===== config.mk =====
export PLATFORM = sky130hd
export DESIGN_NAME = inst_encoder
export DESIGN_NICKNAME = d
export VERILOG_FILES = /design/src/rtl/inst_encoder.sv
export SDC_FILE = /design/constraint.sdc
export NUM_CORES = 1
export LEC_CHECK = 0
export CAP_MARGIN = 40
export CORE_UTILIZATION = 40
export CTS_BUF_LIST = sky130_fd_sc_hd__clkbuf_16
export DETAILED_ROUTE_END_ITERATION = 8
export GPL_TIMING_DRIVEN = 0
export PLACE_DENSITY_LB_ADDON = 0.12
export SETUP_SLACK_MARGIN = 0.5
export SLEW_MARGIN = 15
export SYNTH_ARGS = -nofsm -noshare
export SYNTH_HDL_FRONTEND = slang
export SYNTH_SLANG_ARGS = --single-unit

===== constraint.sdc =====
create_clock -name clk -period 4.39 [get_ports clk]
set_clock_uncertainty 0.1 [all_clocks]
set_input_delay 1.317 -clock clk [delete_from_list [all_inputs] [get_ports clk]]
set_output_delay 1.317 -clock clk [all_outputs]
set_load 0.01 [all_outputs]

===== src/rtl/inst_encoder.sv =====
// RV32I instruction-word encoder with a 2-entry output FIFO and legal/illegal counters.
// Optional immediate range checking is enabled by defining ENC_IMM_CHECK_EN.
package inst_pkg;
    localparam int INST_NUM_WIDTH = 6;
    localparam int ISA_WIDTH      = 32;

    localparam logic [INST_NUM_WIDTH-1:0] INST_INV    = 6'd0;
    localparam logic [INST_NUM_WIDTH-1:0] INST_BEQ    = 6'd1;
    localparam logic [INST_NUM_WIDTH-1:0] INST_BNE    = 6'd2;
    localparam logic [INST_NUM_WIDTH-1:0] INST_BLT    = 6'd3;
    localparam logic [INST_NUM_WIDTH-1:0] INST_BGE    = 6'd4;
    localparam logic [INST_NUM_WIDTH-1:0] INST_BLTU   = 6'd5;
    localparam logic [INST_NUM_WIDTH-1:0] INST_BGEU   = 6'd6;
    localparam logic [INST_NUM_WIDTH-1:0] INST_LB     = 6'd7;
    localparam logic [INST_NUM_WIDTH-1:0] INST_LH     = 6'd8;
    localparam logic [INST_NUM_WIDTH-1:0] INST_LW     = 6'd9;
    localparam logic [INST_NUM_WIDTH-1:0] INST_LBU    = 6'd10;
    localparam logic [INST_NUM_WIDTH-1:0] INST_LHU    = 6'd11;
    localparam logic [INST_NUM_WIDTH-1:0] INST_SB     = 6'd12;
    localparam logic [INST_NUM_WIDTH-1:0] INST_SH     = 6'd13;
    localparam logic [INST_NUM_WIDTH-1:0] INST_SW     = 6'd14;
    localparam logic [INST_NUM_WIDTH-1:0] INST_ADDI   = 6'd15;
    localparam logic [INST_NUM_WIDTH-1:0] INST_SLTI   = 6'd16;
    localparam logic [INST_NUM_WIDTH-1:0] INST_SLTIU  = 6'd17;
    localparam logic [INST_NUM_WIDTH-1:0] INST_XORI   = 6'd18;
    localparam logic [INST_NUM_WIDTH-1:0] INST_ORI    = 6'd19;
    localparam logic [INST_NUM_WIDTH-1:0] INST_ANDI   = 6'd20;
    localparam logic [INST_NUM_WIDTH-1:0] INST_SLLI   = 6'd21;
    localparam logic [INST_NUM_WIDTH-1:0] INST_SRLI   = 6'd22;
    localparam logic [INST_NUM_WIDTH-1:0] INST_SRAI   = 6'd23;
    localparam logic [INST_NUM_WIDTH-1:0] INST_ADD    = 6'd24;
    localparam logic [INST_NUM_WIDTH-1:0] INST_SUB    = 6'd25;
    localparam logic [INST_NUM_WIDTH-1:0] INST_SLL    = 6'd26;
    localparam logic [INST_NUM_WIDTH-1:0] INST_SLT    = 6'd27;
    localparam logic [INST_NUM_WIDTH-1:0] INST_SLTU   = 6'd28;
    localparam logic [INST_NUM_WIDTH-1:0] INST_IXOR   = 6'd29;
    localparam logic [INST_NUM_WIDTH-1:0] INST_SRL    = 6'd30;
    localparam logic [INST_NUM_WIDTH-1:0] INST_SRA    = 6'd31;
    localparam logic [INST_NUM_WIDTH-1:0] INST_IOR    = 6'd32;
    localparam logic [INST_NUM_WIDTH-1:0] INST_IAND   = 6'd33;
    localparam logic [INST_NUM_WIDTH-1:0] INST_EBREAK = 6'd34;
endpackage

module inst_encoder
    import inst_pkg::*;
#(
    parameter int DEPTH     = 2,
    parameter int CNT_WIDTH = 32
) (
    input  logic                      clk,
    input  logic                      rst,
    input  logic                      in_valid,
    output logic                      in_ready,
    input  logic [INST_NUM_WIDTH-1:0] in_inst_num,
    input  logic [4:0]                in_rd,
    input  logic [4:0]                in_rs1,
    input  logic [4:0]                in_rs2,
    input  logic [ISA_WIDTH-1:0]      in_imm,
    output logic                      out_valid,
    input  logic                      out_ready,
    output logic [ISA_WIDTH-1:0]      out_inst,
    output logic                      err,
    output logic [CNT_WIDTH-1:0]      enc_cnt,
    output logic [CNT_WIDTH-1:0]      err_cnt
);

    typedef enum logic [2:0] {
        FAM_NONE, FAM_B, FAM_LOAD, FAM_S, FAM_ALUI, FAM_SHIFT, FAM_R, FAM_SYS
    } fam_t;

    fam_t                 fam;
    logic [2:0]           f3;
    logic                 alt;
    logic                 imm_ok;
    logic                 legal;
    logic [ISA_WIDTH-1:0] word_p0;

    always_comb begin
        fam = FAM_NONE;
        f3  = 3'b000;
        alt = 1'b0;
        case (in_inst_num)
            INST_BEQ:    begin fam = FAM_B;     f3 = 3'b000; end
            INST_BNE:    begin fam = FAM_B;     f3 = 3'b001; end
            INST_BLT:    begin fam = FAM_B;     f3 = 3'b100; end
            INST_BGE:    begin fam = FAM_B;     f3 = 3'b101; end
            INST_BLTU:   begin fam = FAM_B;     f3 = 3'b110; end
            INST_BGEU:   begin fam = FAM_B;     f3 = 3'b111; end
            INST_LB:     begin fam = FAM_LOAD;  f3 = 3'b000; end
            INST_LH:     begin fam = FAM_LOAD;  f3 = 3'b001; end
            INST_LW:     begin fam = FAM_LOAD;  f3 = 3'b010; end
            INST_LBU:    begin fam = FAM_LOAD;  f3 = 3'b100; end
            INST_LHU:    begin fam = FAM_LOAD;  f3 = 3'b101; end
            INST_SB:     begin fam = FAM_S;     f3 = 3'b000; end
            INST_SH:     begin fam = FAM_S;     f3 = 3'b001; end
            INST_SW:     begin fam = FAM_S;     f3 = 3'b010; end
            INST_ADDI:   begin fam = FAM_ALUI;  f3 = 3'b000; end
            INST_SLTI:   begin fam = FAM_ALUI;  f3 = 3'b010; end
            INST_SLTIU:  begin fam = FAM_ALUI;  f3 = 3'b011; end
            INST_XORI:   begin fam = FAM_ALUI;  f3 = 3'b100; end
            INST_ORI:    begin fam = FAM_ALUI;  f3 = 3'b110; end
            INST_ANDI:   begin fam = FAM_ALUI;  f3 = 3'b111; end
            INST_SLLI:   begin fam = FAM_SHIFT; f3 = 3'b001; end
            INST_SRLI:   begin fam = FAM_SHIFT; f3 = 3'b101; end
            INST_SRAI:   begin fam = FAM_SHIFT; f3 = 3'b101; alt = 1'b1; end
            INST_ADD:    begin fam = FAM_R;     f3 = 3'b000; end
            INST_SUB:    begin fam = FAM_R;     f3 = 3'b000; alt = 1'b1; end
            INST_SLL:    begin fam = FAM_R;     f3 = 3'b001; end
            INST_SLT:    begin fam = FAM_R;     f3 = 3'b010; end
            INST_SLTU:   begin fam = FAM_R;     f3 = 3'b011; end
            INST_IXOR:   begin fam = FAM_R;     f3 = 3'b100; end
            INST_SRL:    begin fam = FAM_R;     f3 = 3'b101; end
            INST_SRA:    begin fam = FAM_R;     f3 = 3'b101; alt = 1'b1; end
            INST_IOR:    begin fam = FAM_R;     f3 = 3'b110; end
            INST_IAND:   begin fam = FAM_R;     f3 = 3'b111; end
            INST_EBREAK: begin fam = FAM_SYS; end
            default:     begin fam = FAM_NONE; end
        endcase
    end

`ifdef ENC_IMM_CHECK_EN
    // Range test: upper bits must be a pure sign extension of the field.
    always_comb begin
        imm_ok = 1'b1;
        case (fam)
            FAM_B:                       imm_ok = ((&in_imm[31:12]) | ~(|in_imm[31:12])) & ~in_imm[0];
            FAM_LOAD, FAM_S, FAM_ALUI:   imm_ok = (&in_imm[31:11]) | ~(|in_imm[31:11]);
            FAM_SHIFT:                   imm_ok = ~(|in_imm[31:5]);
            default:                     imm_ok = 1'b1;
        endcase
    end
`else
    logic unused_imm_hi;
    assign unused_imm_hi = ^in_imm[31:13];
    assign imm_ok        = 1'b1;
`endif

    assign legal = (fam != FAM_NONE) && imm_ok;

    always_comb begin
        word_p0 = '0;
        case (fam)
            FAM_B:     word_p0 = {in_imm[12], in_imm[10:5], in_rs2, in_rs1, f3,
                                  in_imm[4:1], in_imm[11], 7'b1100011};
            FAM_LOAD:  word_p0 = {in_imm[11:0], in_rs1, f3, in_rd, 7'b0000011};
            FAM_S:     word_p0 = {in_imm[11:5], in_rs2, in_rs1, f3, in_imm[4:0], 7'b0100011};
            FAM_ALUI:  word_p0 = {in_imm[11:0], in_rs1, f3, in_rd, 7'b0010011};
            FAM_SHIFT: word_p0 = {1'b0, alt, 5'b00000, in_imm[4:0], in_rs1, f3, in_rd, 7'b0010011};
            FAM_R:     word_p0 = {1'b0, alt, 5'b00000, in_rs2, in_rs1, f3, in_rd, 7'b0110011};
            FAM_SYS:   word_p0 = 32'h0010_0073;
            default:   word_p0 = '0;
        endcase
    end

    // ---- stage boundary: handshake into FIFO and counters ----
    logic [ISA_WIDTH-1:0] mem [DEPTH];
    logic                 rptr;
    logic                 wptr;
    logic [1:0]           count;
    logic                 accept;
    logic                 push;
    logic                 pop;

    assign in_ready  = (count < 2'd2);
    assign out_valid = (count != 2'd0);
    assign out_inst  = out_valid ? mem[rptr] : '0;
    assign accept    = in_valid && in_ready;
    assign push      = accept && legal;
    assign pop       = out_valid && out_ready;

    always_ff @(posedge clk) begin
        if (push) begin
            mem[wptr] <= word_p0;
        end
    end

    always_ff @(posedge clk) begin
        if (rst) begin
            rptr    <= 1'b0;
            wptr    <= 1'b0;
            count   <= 2'd0;
            err     <= 1'b0;
            enc_cnt <= '0;
            err_cnt <= '0;
        end else begin
            err <= accept && !legal;
            if (push) begin
                wptr    <= ~wptr;
                enc_cnt <= enc_cnt + CNT_WIDTH'(1);
            end
            if (accept && !legal) begin
                err_cnt <= err_cnt + CNT_WIDTH'(1);
            end
            if (pop) begin
                rptr <= ~rptr;
            end
            case ({push, pop})
                2'b10:   count <= count + 2'd1;
                2'b01:   count <= count - 2'd1;
                default: count <= count;
            endcase
        end
    end

endmodule


# Word-level counts from Yosys, hierarchy flattened
# Memory sizes are Yosys's and may differ from the RTL's. A register that Yosys moved wholly into a read port is not among the register bits.
# Cells that the tools add are included.
dict set report classes {
  add_sub_neg 4
  n_lt_le_gt_ge 1
  eq_ne 43
  muxes 10
  bitwise 2
  reduce_logical 22
}
# operator count
set op_table {}
lappend op_table {{$pmux W32 S7} 1}
lappend op_table {{$eq A6 B5 Y1 const B} 16}
lappend op_table {{$add A32 B1 Y32 const B} 2}
lappend op_table {{$eq A6 B4 Y1 const B} 8}
lappend op_table {{$pmux W3 S7} 2}
lappend op_table {{$mux W32} 1}
lappend op_table {{$eq A6 B3 Y1 const B} 4}
lappend op_table {{$eq A6 B6 Y1 const B} 3}
lappend op_table {{$reduce_or A6 Y1} 3}
lappend op_table {{$reduce_or A3 Y1} 5}
lappend op_table {{$eq A3 B3 Y1 const B} 4}
lappend op_table {{$eq A6 B2 Y1 const B} 2}
lappend op_table {{$reduce_or A10 Y1} 1}
lappend op_table {{$reduce_or A5 Y1} 2}
lappend op_table {{$reduce_or A4 Y1} 2}
lappend op_table {{$eq A3 B2 Y1 const B} 2}
lappend op_table {{$eq A6 B1 Y1 const B} 1}
lappend op_table {{$mux W1} 5}
lappend op_table {{$logic_and A1 B1 Y1} 4}
lappend op_table {{$pmux W2 S2} 1}
lappend op_table {{$reduce_bool A2 Y1} 2}
lappend op_table {{$eq A3 B1 Y1 const B} 1}
lappend op_table {{$reduce_bool A3 Y1} 1}
lappend op_table {{$add A2 B1 Y2 const B} 1}
lappend op_table {{7 further kinds} 8}
dict set report totals {
  register_bits 69
  ram_bits 64
  input_bits 57
  output_inout_bits 99
  wordCells 89
  n_memories 1
}
# memory words width rd rd_clocked_by_memory_dff write_ports line
set memory_table {}
lappend memory_table {mem 2 32 1 1 1 156} ;# logic [ISA_WIDTH-1:0] mem [DEPTH];

# Longest topological paths before layout
dict set report logic_depth {
  ltp_word 7
  mapped_depth 10
}

# Least setup slack after synthesis
# OpenSTA, ideal clock, no wires.
dict set report synth_timing {
  path_kind {in2reg}
  startpoint {in in_inst_num[4]}
  endpoint {mem mem[0][10], enable pin}
  setup_ns 0.415
  arrival_ns 3.572
  setup_slack_ns 0.303
  cell_stages 6
  path_cell_list {nor3_4 -> a21o_1 -> buf_6 -> buf_2 -> nand2_1 -> nor2_1}
}
dict set report synth_via {
  elab_chain_len 7
  elab_cells_between_ends 45
  classes_between {eq/ne (34); mux (3); reduce/logical (8)}
}
# item line
set synth_lines {}
lappend synth_lines {{from (decl)} 54} ;# input logic [INST_NUM_WIDTH-1:0] in_inst_num,
lappend synth_lines {{$eq A6 B6 Y1 (tied with other cells)} 82} ;# case (in_inst_num)
lappend synth_lines {{$reduce_or A10 Y1 (no source line) (tied with other cells)} -}
lappend synth_lines {{$pmux W3 S7 (*)} 82}
lappend synth_lines {{$reduce_bool A3 Y1 (*)} 138} ;# assign legal = (fam != FAM_NONE) && imm_ok;
lappend synth_lines {{$logic_and A1 B1 Y1 (*)} 168} ;# assign push = accept && legal;
lappend synth_lines {{$mux W1 (*)} 172} ;# if (push) begin
lappend synth_lines {{$mux W1 (implied by the code) (*)} 173} ;# mem[wptr] <= word_p0;
lappend synth_lines {{to (decl)} 156}
# Mark *: on every way between the ends. The rest lies on a longest branch, timed or not.

# Worst setup path after layout
dict set report layout_timing {
  startpoint {in in_inst_num[2]}
  endpoint {reg count[1]}
}
dict set report layout_via {
  elab_chain_len 7
  elab_cells_between_ends 47
  classes_between {eq/ne (36); mux (2); reduce/logical (9)}
}
# item line
set layout_lines {}
lappend layout_lines {{$eq A6 B6 Y1 (tied with other cells)} 82}
lappend layout_lines {{$reduce_or A10 Y1 (no source line) (tied with other cells)} -}
lappend layout_lines {{$pmux W3 S7 (*)} 82}
lappend layout_lines {{$reduce_bool A3 Y1 (*)} 138}
lappend layout_lines {{$logic_and A1 B1 Y1 (*)} 168}
lappend layout_lines {{$eq A2 B1 Y1 / $eq A2 B2 Y1 (equally long branches)} 197} ;# case ({push, pop})
lappend layout_lines {{$pmux W2 S2 / $reduce_bool A2 Y1 (equally long branches)} -}
lappend layout_lines {{to (signal assigned)} 198} ;# 2'b10: count <= count + 2'd1;
lappend layout_lines {{to (signal assigned)} 199} ;# 2'b01: count <= count - 2'd1;
lappend layout_lines {{to (signal assigned)} 200} ;# default: count <= count;
lappend layout_lines {{to (decl)} 159} ;# logic [1:0] count;
# Marked as above.
# A chain may end at the register's enable or synchronous reset.

==> results.yml <==
drt:
  met1_length_mm: 7.98
  vias: 5416
  routed_wl_mm: 17.2
  routedWlPerCell_um: 16.8
  via_per_inst: 5.27
  top_layer: "met4"
  ant_nets: 0
  wl_met3_um: 890
  dr_wl_met2_mm: 8.15
  drc: 0
  drtIter0Drc: 333
  dr.pass1.iters: 5
sta:
  setup_viol: 0
  rsz0062_at_grt: "false"
  fin_crit_sh_pct: 84.5
  hold_viol: 0
  drv_slew: 0
  tns_ns: 0
  max_freq_mhz: 270
  relSlewSlack_pct: 45.8
  setup_ws_ns: 0.680
  fin_crit_ns: 3.71
  worst_pin_slew_ns: 0.813
  whs_ns: 0.378
cts:
  cts_tree: "done"
  insertion_delay_ns: 0.42
  cts.root.buffer_cell: "clkbuf_16"
  cts_buffers: 17
  clk_pin_slew_worst_paths_ns: 0.06
  clock-sinks: 128
  cts_buffer_depth: 2
  htree_levels: 4
synth:
  synth_top_area_share_pct: 26.8
  synth_top_family_by_area: "simple AND/OR/NAND/NOR gates"
  synth-seq-cells: 128
  netlist_area_sq_mm: 0.00651
  synth_compound_area_share_pct: 16.1
  synth_top_cell_by_area: "edfxtp_1"
  synth_edf_count: 58
  synthMuxAreaShare_pct: 4.61
  yosys_warnings: 0
  synthFlopType: "dfxtp_1"
  yosysUniqueCellTypes: 56
  synthAdderAreaFrac_pct: 0.577
  synthTopCellsByArea: "edfxtp_1 27%, dfxtp_1 22%, nor2_1 5.6%, mux2i_1 4.6%, xnor2_1 4.2%"
  async_flop_share_pct: 0
  syn_inst: 643
  syn_avg_cell_area_sq_um: 10.1
  synth-xor-area-share_pct: 6.19
  synth-simple-area-share_pct: 20.0
  yosysSeqAreaShare_pct: 48.3
power_and_ir_drop:
  power_density_mw_per_mm2: 418
  vdd_drop_max_mv: 0.289
  power.leakage_nw: 2.76
  fin_total_pwr_mw: 3.66
final_layout:
  fin_area_sq_mm: 0.00877
  antenna_cells: 0
  final_common_cell: "clkdlybuf4s50_1"
  synthToLayoutAreaGrowth_pct: 34.7
  final_cell_mix: "132 x clkdlybuf4s50_1, 96 x nor2_1, 70 x dfxtp_1"
  drive_gt1_share_pct: 10.1
  fin_cells: 1027
  nNetsFinal: 858
  fillerInstances: 1449
  fin_util_pct: 55.2
setup_path:
  worstSetupEndpointType: "flip-flop"
  cpPeakStageDelay_ns: 0.56
  rr_startpoint: "count[1]"
  cp_slowest_cell: "clkdlybuf4s50_1"
  cp-start-kind: "input port"
  worstPathArrival_ns: 3.95
  critPathLaunch: "in_inst_num[2]"
  crit_path_max_fanout: 10
  worstPathCellList: "clkdlybuf4s50_1 > nor3_4 > a21o_1 > buf_6 > buf_2 > nand2_1 > ha_1 > or3_1 > a21oi_1"
  crit_type: "in2reg"
  critPathRequiredTime_ns: 4.63
grt:
  grt_first_pass_wirelength_mm: 27.3
  grt_max_degree: 30
  overflow: 0
  grt_util_all_layers_pct: 21.2
  grt_pass1_vias: 5269
  antenna_found_initial: 0
placement:
  place_inst: 993
  place_hpwl_mm: 12.1
  place_area_sq_mm: 0.00814
  place.gp.congestion: 0.874
  dpl_worst_slack_ns: -0.212
  io_buffers: 132
outcome:
  outcome: "completed"
floorplan:
  die_h_um: 130
  fp.dieW_um: 130
  rows: 46
  dieArea_sq_mm: 0.0168
  core_region_area_sq_mm: 0.0159
  start_util_pct: 41.0
  ios: 156
hold_path:
  hp-start: "enc_cnt[31]"
  min_path_type: "reg2reg"
run:
  cap_violations: 0
-- logic make-up (layout without fill, tap and decap cells) --
kind of cell | count (synthesis) | count (layout)
AOI/OAI and AO/OA | 118 | 118
DFF | 128 | 128
xor gates and xnor gates | 46 | 46
other | 1 | 2
and+or+nand+nor | 258 | 258
buffers and inverters | 59 | 226
muxes | 30 | 30
adders and majority gates | 3 | 3
-- worst max-delay path: cells and delay by family --
family | cells | cell delay (ns)
buffers and inverters | 3 | 1.03
and+or+nand+nor | 3 | 0.85
adders and majority gates | 1 | 0.40
AOI/OAI and AO/OA | 2 | 0.34
-- path summary, 6_finish.rpt --
| kind | depth (start not counted) | to | slack (ns) |
|---|---|---|---|
| max | 9 | count[1] | 0.68 |
| min | 2 | enc_cnt[31] | 0.38 |
| max reg2reg | 7 | enc_cnt[24] | 1.99 |
| min reg2reg | 2 | enc_cnt[31] | 0.38 |
-- routing by layer --
layer | track usage [%] | vias up
met1 | 28.0 | 2603
met3 | 4.21 | 15
li1 | - | 2642
met4 | 7.66 | 0
met5 | 0 | -
met2 | 34.4 | 156
-- sequential cells by signal, summed over array words and instances (netlist names), named ones only --
| register | cells |
|---|---|
| mem | 58 |
| enc_cnt | 32 |
| err_cnt | 32 |
| count | 2 |
| err | 1 |
| rptr | 1 |
| wptr | 1 |
-- timing repair --
item                       4_1_cts  5_1_grt
hold buffers                     0        0
buffers inserted                 1        0
gates resized for setup          2        0
setup endpoints to repair       48        0
-- cell usage after synthesis (11+ instances only) --
master,count
o31ai_1,13
a211oi_1,11
mux2i_1,30
and2_1,17
nand2b_1,12
or4_1,13
nand3_1,20
edfxtp_1,58
nand4_1,18
clkbuf_1,26
xnor2_1,31
a21oi_1,35
inv_1,14
nand2_1,37
o21ai_0,11
nor2_1,97
dfxtp_1,70
xor2_1,15
-- layout make-up --
cell class / count / area [sq um] / area share, %
timing repair buffer: 135 / 1360 / 15.5
sequential: 128 / 3140 / 35.8
buffer: 45 / 219 / 2.50
tap: 216 / 270 / 3.08
clock buffer: 17 / 425 / 4.85
multi-input combinational: 457 / 3110 / 35.5
inverter: 14 / 52.6 / 0.599
clock inverter: 15 / 186 / 2.13
-- report_power, final --
| part | switching [mW] | internal (mW) |
|---|---|---|
| registers | 0.0308 | 1.32 |
| logic | 0.446 | 0.412 |
| clock network | 0.552 | 0.897 |
| total | 1.03 | 2.63 |
No activity file was read; power rests on OpenSTA's default activity.
